--- src/rtl/morph_iterate_if.sv ---
// Handshake and image bus for morph_iterate. The requester drives the
// request fields; the morphology engine returns the work image together
// with busy/done status.
interface morph_iterate_if #(
    parameter int Width     = 8,
    parameter int Height    = 4,
    parameter int IterWidth = 4
);
    logic                      start;
    logic [1:0]                mode;
    logic [IterWidth-1:0]      iterations;
    logic [8:0]                mask;
    logic [Width*Height-1:0]   imageIn;
    logic [Width*Height-1:0]   imageOut;
    logic                      busy;
    logic                      done;

    modport master (
        output start, mode, iterations, mask, imageIn,
        input  imageOut, busy, done
    );

    modport slave (
        input  start, mode, iterations, mask, imageIn,
        output imageOut, busy, done
    );
endinterface

--- src/rtl/morph_iterate.sv ---
// Iterative 3x3 binary morphology engine. A whole-frame binary image is
// held in a work register and one dilate or erode pass is applied to the
// full frame per clock. Open and close run two phases of N passes each.
module morph_iterate #(
    parameter int Width     = 8,
    parameter int Height    = 4,
    parameter int IterWidth = 4
) (
    input  logic            clock,
    input  logic            reset,
    morph_iterate_if.slave  bus
);
    localparam int NPix = Width * Height;

    typedef enum logic [1:0] {
        IDLE  = 2'd0,
        RUN_A = 2'd1,
        RUN_B = 2'd2,
        FLUSH = 2'd3
    } state_t;

    state_t                state_r;
    state_t                state_next_s;
    logic [IterWidth-1:0]  cnt_r;
    logic [IterWidth-1:0]  cnt_next_s;
    logic [IterWidth-1:0]  n_r;
    logic [1:0]            mode_r;
    logic [8:0]            mask_r;
    logic [NPix-1:0]       image_r;
    logic [NPix-1:0]       image_next_s;
    logic                  busy_r;
    logic                  busy_next_s;
    logic                  done_r;
    logic                  done_next_s;
    logic                  latch_s;
    logic                  phase_erode_s;
    logic                  mode_two_phase_s;
    logic [NPix-1:0]       pass_s;

    // One full-frame pass. Out-of-frame neighbours read as the identity of
    // the reduction (0 for OR, 1 for AND) so frame edges never erode.
    function automatic logic [NPix-1:0] morph_pass(
        input logic [NPix-1:0] img,
        input logic [8:0]      m,
        input logic            erode
    );
        logic [NPix-1:0] res;
        logic            acc;
        logic            nb;
        int              rr;
        int              cc;
        res = '0;
        for (int r = 0; r < Height; r++) begin
            for (int c = 0; c < Width; c++) begin
                acc = erode;
                for (int dr = -1; dr <= 1; dr++) begin
                    for (int dc = -1; dc <= 1; dc++) begin
                        rr = r + dr;
                        cc = c + dc;
                        if (rr < 0 || rr >= Height || cc < 0 || cc >= Width) begin
                            nb = erode;
                        end else begin
                            nb = img[(Height-1-rr)*Width + (Width-1-cc)];
                        end
                        // mask[8] is top-left, mask[4] centre, mask[0] bottom-right
                        if (m[8 - ((dr+1)*3 + (dc+1))]) begin
                            if (erode) begin
                                acc = acc & nb;
                            end else begin
                                acc = acc | nb;
                            end
                        end else begin
                            acc = acc;
                        end
                    end
                end
                res[(Height-1-r)*Width + (Width-1-c)] = acc;
            end
        end
        return res;
    endfunction

    // Select the operator for the current phase: phase A erodes for erode
    // and open, phase B always applies the opposite operator.
    always_comb begin
        phase_erode_s    = 1'b0;
        mode_two_phase_s = 1'b0;
        case (mode_r)
            2'd0:    begin phase_erode_s = 1'b0; mode_two_phase_s = 1'b0; end
            2'd1:    begin phase_erode_s = 1'b1; mode_two_phase_s = 1'b0; end
            2'd2:    begin phase_erode_s = 1'b1; mode_two_phase_s = 1'b1; end
            2'd3:    begin phase_erode_s = 1'b0; mode_two_phase_s = 1'b1; end
            default: begin phase_erode_s = 1'b0; mode_two_phase_s = 1'b0; end
        endcase
        if (state_r == RUN_B) begin
            phase_erode_s = ~phase_erode_s;
        end else begin
            phase_erode_s = phase_erode_s;
        end
    end

    // Purely combinational pass over the current work register.
    always_comb begin
        pass_s = morph_pass(image_r, mask_r, phase_erode_s);
    end

    // Next-state and next-output logic for the pass sequencer.
    always_comb begin
        state_next_s = state_r;
        cnt_next_s   = cnt_r;
        image_next_s = image_r;
        busy_next_s  = busy_r;
        done_next_s  = 1'b0;
        latch_s      = 1'b0;
        case (state_r)
            IDLE: begin
                if (bus.start) begin
                    latch_s      = 1'b1;
                    image_next_s = bus.imageIn;
                    busy_next_s  = 1'b1;
                    cnt_next_s   = bus.iterations;
                    if (bus.iterations == {IterWidth{1'b0}}) begin
                        state_next_s = FLUSH;
                    end else begin
                        state_next_s = RUN_A;
                    end
                end else begin
                    state_next_s = IDLE;
                end
            end
            RUN_A: begin
                image_next_s = pass_s;
                if (cnt_r == IterWidth'(1)) begin
                    if (mode_two_phase_s) begin
                        cnt_next_s   = n_r;
                        state_next_s = RUN_B;
                    end else begin
                        state_next_s = IDLE;
                        done_next_s  = 1'b1;
                        busy_next_s  = 1'b0;
                    end
                end else begin
                    cnt_next_s = cnt_r - IterWidth'(1);
                end
            end
            RUN_B: begin
                image_next_s = pass_s;
                if (cnt_r == IterWidth'(1)) begin
                    state_next_s = IDLE;
                    done_next_s  = 1'b1;
                    busy_next_s  = 1'b0;
                end else begin
                    cnt_next_s = cnt_r - IterWidth'(1);
                end
            end
            FLUSH: begin
                state_next_s = IDLE;
                done_next_s  = 1'b1;
                busy_next_s  = 1'b0;
            end
            default: begin
                state_next_s = IDLE;
                busy_next_s  = 1'b0;
            end
        endcase
    end

    // State, counter, work image and status registers; reset discards any
    // partial result.
    always_ff @(posedge clock) begin
        if (reset) begin
            state_r <= IDLE;
            cnt_r   <= {IterWidth{1'b0}};
            image_r <= {NPix{1'b0}};
            busy_r  <= 1'b0;
            done_r  <= 1'b0;
        end else begin
            state_r <= state_next_s;
            cnt_r   <= cnt_next_s;
            image_r <= image_next_s;
            busy_r  <= busy_next_s;
            done_r  <= done_next_s;
        end
    end

    // Operation settings latched at start so they stay fixed for the run.
    always_ff @(posedge clock) begin
        if (reset) begin
            n_r    <= {IterWidth{1'b0}};
            mode_r <= 2'd0;
            mask_r <= 9'd0;
        end else if (latch_s) begin
            n_r    <= bus.iterations;
            mode_r <= bus.mode;
            mask_r <= bus.mask;
        end else begin
            n_r    <= n_r;
            mode_r <= mode_r;
            mask_r <= mask_r;
        end
    end

    assign bus.imageOut = image_r;
    assign bus.busy     = busy_r;
    assign bus.done     = done_r;
endmodule

--- src/flat_wrapper.sv ---
// flat-port wrapper written by rule: the top's interface ports become plain ports
module morph_iterate_flat 
#(
    parameter int Width     = 8,
    parameter int Height    = 4,
    parameter int IterWidth = 4
)
  (clock, reset, bus_start, bus_mode, bus_iterations, bus_mask, bus_imageIn, bus_imageOut, bus_busy, bus_done);
  morph_iterate_if #(.Width(Width), .Height(Height), .IterWidth(IterWidth)) bus_i ();
  input  logic clock;
  input  logic reset;
  input wire logic [$bits(bus_i.start)-1:0] bus_start;
  input wire logic [$bits(bus_i.mode)-1:0] bus_mode;
  input wire logic [$bits(bus_i.iterations)-1:0] bus_iterations;
  input wire logic [$bits(bus_i.mask)-1:0] bus_mask;
  input wire logic [$bits(bus_i.imageIn)-1:0] bus_imageIn;
  output wire logic [$bits(bus_i.imageOut)-1:0] bus_imageOut;
  output wire logic [$bits(bus_i.busy)-1:0] bus_busy;
  output wire logic [$bits(bus_i.done)-1:0] bus_done;
  assign bus_i.start = bus_start;
  assign bus_i.mode = bus_mode;
  assign bus_i.iterations = bus_iterations;
  assign bus_i.mask = bus_mask;
  assign bus_i.imageIn = bus_imageIn;
  assign bus_imageOut = bus_i.imageOut;
  assign bus_busy = bus_i.busy;
  assign bus_done = bus_i.done;
  morph_iterate #(.Width(Width), .Height(Height), .IterWidth(IterWidth)) u_core (.clock(clock), .reset(reset), .bus(bus_i));
endmodule
--- config.mk ---
export PLATFORM = sky130hd
export DESIGN_NAME = morph_iterate_flat
export DESIGN_NICKNAME = d
export VERILOG_FILES = /design/src/rtl/morph_iterate_if.sv /design/src/rtl/morph_iterate.sv /design/src/flat_wrapper.sv
export SDC_FILE = /design/constraint.sdc
export NUM_CORES = 1
export LEC_CHECK = 0
export BUFFER_PORTS_ARGS = -buffer_cell sky130_fd_sc_hd__buf_2
export CAP_MARGIN = 10
export CORE_MARGIN = 4
export CORE_UTILIZATION = 30
export CTS_CLUSTER_SIZE = 30
export DETAILED_ROUTE_END_ITERATION = 7
export PLACE_DENSITY = 0.51
export SYNTH_ARGS = -nofsm -noshare
export SYNTH_HDL_FRONTEND = slang
export SYNTH_SLANG_ARGS = --single-unit
--- constraint.sdc ---
create_clock -name clock -period 3.1 [get_ports clock]
set_input_delay 0.775 -clock clock [delete_from_list [all_inputs] [get_ports clock]]
set_output_delay 0.775 -clock clock [all_outputs]
set_load 0.1 [all_outputs]
After elaboration in Yosys (flattened, before gate mapping)
Cells that the tools add are included.
Widths: inputs -> output; s select.
{"block": "op_classes", "add_sub_neg": 1, "n_eq_ne": 13, "mux": 536, "n_bitwise": 499, "n_reduce_logical": 14}
{"operator": "$mux 1", "n": 519}
{"operator": "$and 1x1->1", "n": 249}
{"operator": "$or 1x1->1", "n": 249}
{"operator": "$pmux 32 s2", "n": 1}
{"operator": "$mux 32", "n": 1}
{"operator": "$mux 4", "n": 4}
{"operator": "$pmux 4 s3", "n": 1}
{"operator": "$mux 2", "n": 5}
{"operator": "$reduce_or 2->1", "n": 5}
{"operator": "$eq 2x2->1 const B", "n": 4}
{"operator": "$ne 2x2->1 const B", "n": 4}
{"operator": "$pmux 2 s4", "n": 1}
{"operator": "$reduce_and 4->1", "n": 2}
{"operator": "$eq 2x1->1 const B", "n": 2}
{"operator": "$eq 4x1->1 const B", "n": 1}
{"operator": "$logic_not 2->1", "n": 2}
{"operator": "$logic_not 4->1", "n": 1}
{"operator": "$pmux 1 s2", "n": 2}
{"operator": "$pmux 1 s4", "n": 1}
{"operator": "$reduce_and 2->1", "n": 2}
{"operator": "$sub 4x1->4 const B", "n": 1}
{"operator": "$ne 3x2->1 const B", "n": 1}
{"operator": "$pmux 1 s3", "n": 1}
{"operator": "$reduce_bool 3->1", "n": 1}
{"operator": "other kinds (3)", "n": 3}
{"block": "totals", "ff_bits": 55, "in_bits": 50, "output_inout_bits": 34, "word_cells": 1071}

Logic depth before layout (Yosys ltp)
{"block": "depth", "word_depth": 33, "ltp_mapped": 13, "mapped_depth_nobuf": 9}

Worst setup path after synthesis
OpenSTA, ideal clock, no wires.
{"block": "synth_timing", "path_type": "register to register", "startpoint": "register u_core.image_r[6], in the netlist u_core.bus.imageOut[6]", "endpoint": "register u_core.image_r[5], in the netlist u_core.bus.imageOut[5]", "setup_time_ps": 70, "arrival_ps": 2404, "t_required_ps": 3030, "path_slack_ps": 626, "stages_incl_launch_ff": 9, "n_path_buf": 1, "period_less_slack_ps": 2474, "cell_sequence": "dfxtp_1 > clkbuf_1 > inv_1 > a222oi_1 > nand3_1 > a32o_1 > o311ai_1 > o211ai_1 > a21oi_1"}
{"block": "synth_via", "elab_chain_cells": 19, "word_cells_on_any_way": 25, "cone_classes": "mux: 13; bitwise: 12"}
{"element": "start, declared", "line_no": "morph_iterate.sv:29", "rtl": "logic [NPix-1:0] image_r;"}
{"element": "start signal, assigned", "line_no": "morph_iterate.sv:174", "rtl": "image_r <= {NPix{1'b0}};"}
{"element": "start signal, assigned", "line_no": "morph_iterate.sv:180", "rtl": "image_r <= image_next_s;"}
{"element": "$or 1x1->1 or $and 1x1->1 (tied branches)", "line_no": "morph_iterate.sv:70, morph_iterate.sv:68"}
{"element": "$mux 1 *", "line_no": "morph_iterate.sv:67", "rtl": "if (erode) begin"}
{"element": "$mux 1 *", "line_no": "morph_iterate.sv:66", "rtl": "if (m[8 - ((dr+1)*3 + (dc+1))]) begin"}
{"element": "$or 1x1->1 or $and 1x1->1 (tied branches)", "line_no": "morph_iterate.sv:70, morph_iterate.sv:68"}
{"element": "$mux 1", "line_no": "morph_iterate.sv:67"}
{"element": "$mux 1 *", "line_no": "morph_iterate.sv:66"}
{"element": "$or 1x1->1 or $and 1x1->1 (tied branches)", "line_no": "morph_iterate.sv:70, morph_iterate.sv:68"}
{"element": "$mux 1", "line_no": "morph_iterate.sv:67"}
{"element": "(+3 left out)"}
{"element": "$mux 1 *", "line_no": "morph_iterate.sv:66"}
{"element": "$or 1x1->1 or $and 1x1->1 (tied branches)", "line_no": "morph_iterate.sv:70, morph_iterate.sv:68"}
{"element": "$mux 1", "line_no": "morph_iterate.sv:67"}
{"element": "$mux 1 *", "line_no": "morph_iterate.sv:66"}
{"element": "$or 1x1->1 or $and 1x1->1 (tied branches)", "line_no": "morph_iterate.sv:70, morph_iterate.sv:68"}
{"element": "$mux 1", "line_no": "morph_iterate.sv:67"}
{"element": "$mux 1 *", "line_no": "morph_iterate.sv:66"}
{"element": "$pmux 32 s2 *", "line_no": "morph_iterate.sv:115", "rtl": "case (state_r)"}
Every way passes the cells marked *; elsewhere a longest branch is shown, timed or not.
A chain may end at the register's enable or synchronous reset.

Worst setup path in the final report
{"block": "layout_timing", "startpoint": "register u_core.mode_r[0]", "endpoint": "register u_core.image_r[13], in the netlist u_core.bus.imageOut[13]"}
{"block": "layout_via", "elab_chain_cells": 33, "word_cells_on_any_way": 46, "cone_classes": "eq/ne: 3; mux: 21; bitwise: 19; reduce/logical: 3"}
{"element": "start, declared", "line_no": "morph_iterate.sv:27", "rtl": "logic [1:0] mode_r;"}
{"element": "start signal, assigned", "line_no": "morph_iterate.sv:194", "rtl": "mode_r <= bus.mode;"}
{"element": "start signal, assigned", "line_no": "morph_iterate.sv:198", "rtl": "mode_r <= mode_r;"}
{"element": "$eq 2x2->1 (tied with other cells)", "line_no": "morph_iterate.sv:88", "rtl": "case (mode_r)"}
{"element": "$reduce_or 2->1 (no source line)"}
{"element": "$pmux 1 s2 *", "line_no": "morph_iterate.sv:88"}
{"element": "$not 1->1", "line_no": "morph_iterate.sv:96", "rtl": "phase_erode_s = ~phase_erode_s;"}
{"element": "$mux 1 *", "line_no": "morph_iterate.sv:95", "rtl": "if (state_r == RUN_B) begin"}
{"element": "$or 1x1->1 or $and 1x1->1 (tied branches)", "line_no": "morph_iterate.sv:70, morph_iterate.sv:68"}
{"element": "$mux 1", "line_no": "morph_iterate.sv:67"}
{"element": "$mux 1", "line_no": "morph_iterate.sv:66"}
{"element": "(+17 left out)"}
{"element": "$mux 1", "line_no": "morph_iterate.sv:66"}
{"element": "$or 1x1->1 or $and 1x1->1 (tied branches)", "line_no": "morph_iterate.sv:70, morph_iterate.sv:68"}
{"element": "$mux 1", "line_no": "morph_iterate.sv:67"}
{"element": "$mux 1", "line_no": "morph_iterate.sv:66"}
{"element": "$or 1x1->1 or $and 1x1->1 (tied branches)", "line_no": "morph_iterate.sv:70, morph_iterate.sv:68"}
{"element": "$mux 1", "line_no": "morph_iterate.sv:67"}
{"element": "$mux 1 *", "line_no": "morph_iterate.sv:66"}
{"element": "$pmux 32 s2 *", "line_no": "morph_iterate.sv:115"}
Marks and branches as above.

==> results_dict.tcl <==
set metrics [dict create \
    status "complete, no violations" \
    p_total_mw 8.23 \
    hpwl_mm 24.5 \
    path_class "flop to flop" \
    clkTransAtPathRegs_ns 0.09 \
    synth-seq-area-share_pct 16.0 \
    synth_top_family_by_area "compound AO/OA/AOI/OAI gates" \
    drc 0 \
    cts_root_buffer "clkbuf_16" \
    routed_wl_mm 35.1 \
    finalCritPeriodShare_pct 95.8 \
    fin_worst_skew_ns 0.0108 \
    synth_edf_count 0 \
    antenna_found_initial 0 \
    dpl_cell_area_mm2 0.00775 \
    synth-xor-area-share_pct 1.42 \
    num_io_pins 84 \
    first_global_vias 8831 \
    syn2layout_area_growth_pct 15.1 \
    wl_per_cell_um 25.6 \
    clk_latency_ns 0.32 \
    synth_fa_ha_area_share_pct 1.64 \
    cts.sinks 55 \
    num_rows 55 \
    required_ns 3.34 \
    grt_max_degree 48 \
    diodes 0 \
    fmax_mhz 337 \
    rsz0062_at_grt "no" \
    fin_nets 1144 \
    max-slew-margin-rel_pct 39.9 \
    dpl.cell_count 1363 \
    die-height_um 159 \
    ys.flop_type "dfxtp_1" \
    hold_path.class "flop to flop" \
    synth.avg_cell_area_um2 6.58 \
    ir_worst_vdd_mv 0.525 \
    muxShareOfSynthArea_pct 0.291 \
    start_util_pct 30.5 \
    power.density_mw_per_mm2 1040 \
    core_mm2 0.0226 \
    fin_area_mm2 0.00792 \
    p_leak_nw 2.85 \
    drtPass1Iterations 7 \
    drive_gt1_share_pct 18.2 \
    cts_hold_buf 0 \
    setup_viol 0 \
    end_kind "flop" \
    synth-seq-cells 55 \
    start_kind "flop" \
    drv_slew 0 \
    cts_buffers 5 \
    drv_cap 0 \
    netlist_area_mm2 0.00688 \
    synth_compound_area_share_pct 51.0 \
    grt_use_total_pct 26.1 \
    design.die.area_mm2 0.0254 \
    cts_setup_buffers 0 \
    tritoncts "yes" \
    die_w_um 159 \
    routabilityCongestion 0.972 \
    avgViaCountPerCell 6.80 \
    async_flop_share_pct 0 \
    mappedNetlistNets 1105 \
    yosysWarnings 0 \
    min_period_ns 2.97 \
    critPathArrivalTime_ns 3.21 \
    ant_nets 0 \
    final_cell_mix "nand2_1, a21oi_1, o21ai_0, buf_2, buf_4" \
    synthSimpleGateAreaFrac_pct 19.0 \
    vias 9327 \
    grt_first_pass_wirelength_mm 53.6 \
    cts_buffer_depth 2 \
    hold_viol 0 \
    gr-total-overflow 0 \
    drtIter0Drc 1360 \
    netlist_instances 1046 \
    cts_max_level 2 \
    finalNonFillerCells 1371 \
    numPortBuffers 83 \
    cp_max_fo 5 \
    final_common_cell "nand2_1" \
    worst_slew_pin_slew_ns 0.901 \
    yosysUniqueCellTypes 79 \
]
-- synthesized netlist by cell type, types with 8 or more instances --
cell / count / share of area (%)
a211oi_1: 27 / 2.9
a21o_1: 11 / 1.2
a21oi_1: 112 / 8.1
a221oi_1: 16 / 2.0
a222oi_1: 24 / 3.5
a22oi_1: 46 / 5.0
a311oi_1: 11 / 1.4
a31oi_1: 15 / 1.4
buf_1: 8 / 0.44
buf_2: 21 / 1.5
clkbuf_1: 91 / 5.0
dfxtp_1: 55 / 16
ha_1: 9 / 1.6
inv_1: 40 / 2.2
nand2_1: 117 / 6.4
nand2b_1: 15 / 1.4
nand3_1: 17 / 1.2
nor2_1: 67 / 3.7
nor2b_1: 15 / 1.4
nor3_1: 21 / 1.5
o211ai_1: 21 / 2.3
o21ai_0: 88 / 6.4
o21ai_1: 9 / 0.65
o221ai_1: 12 / 1.5
o22ai_1: 46 / 4.2
-- worst paths after layout --
check	from	end	slack, ns	cells after the start
setup / recovery	u_core.mode_r[0]	u_core.bus.imageOut[13]	0.13	10
setup reg to reg	u_core.mode_r[0]	u_core.bus.imageOut[13]	0.13	10
hold / removal	u_core.n_r[2]	u_core.n_r[2]	0.47	2
hold reg to reg	u_core.n_r[2]	u_core.n_r[2]	0.47	2
-- registers in the layout (all words and copies together), names as in the netlist --
signal	flops
u_core.mode_r	2
u_core.n_r	4
u_core.state_r	2
u_core.cnt_r	4
u_core.mask_r	9
u_core.bus.done	1
u_core.bus.imageOut	32
u_core.bus.busy	1
-- worst max-delay path, cell delays in order, from the launching register on --
cell	delay [ns]
dfxtp_1	0.36
inv_1	0.05
ha_2	0.39
buf_4	0.19
nand2b_1	0.16
o221ai_2	0.44
nor2_1	0.08
a2111oi_1	0.52
o21ai_0	0.23
a211o_1	0.34
a21oi_1	0.13
-- routing by layer --
layer	up-vias	wire length (µm)	GRT usage [%]
li1	4106	-	-
met1	4366	14000	34.2
met2	705	15000	39.6
met3	150	4280	7.22
met4	0	1690	12.3
met5	-	0	0
-- stage by stage --
step | setup slack [ns] | hold WS (ns) | setup TNS [ns] | util (%)
2_1_floorplan | 0.626 | 0.437 | 0 | -
6_report | 0.129 | 0.466 | 0 | 35.1
3_3_place_gp | -0.0279 | 0.448 | -0.0279 | 34.3
5_1_grt | 0.00161 | 0.484 | 0 | 35.1
3_5_place_dp | -0.0550 | 0.453 | -0.0550 | 34.3
4_1_cts | 0.0312 | 0.466 | 0 | 35.0
-- cells by family (layout without fill, tap and decap cells) --
| group | count (synthesis) | after routing |
|---|---|---|
| adders and majority gates | 9 | 9 |
| AOI/OAI and AO/OA | 514 | 514 |
| muxes | 2 | 2 |
| buffers and inverters | 174 | 214 |
| and+or+nand+nor | 286 | 286 |
| xor gates and xnor gates | 6 | 6 |
| DFF | 55 | 55 |
-- power by group --
part | switching, mW | internal [mW]
Clock | 0.346 | 0.306
Sequential | 0.631 | 0.905
Combinational | 4.18 | 1.86
Total | 5.16 | 3.07
-- layout make-up --
class	count	area, µm²
Clock buffer	5	125
Clock inverter	3	25.0
Fill cell	2515	14700
Inverter	44	165
Multi-Input combinational cell	817	5090
Sequential cell	55	1100
Tap cell	285	357
Timing Repair Buffer	162	1060
-- repair_timing --
action,CTS,global route
cloned,0,0
gates resized for setup,1,6
endpoints found under the setup margin,1,9
No activity file was read; power rests on OpenSTA's default activity.
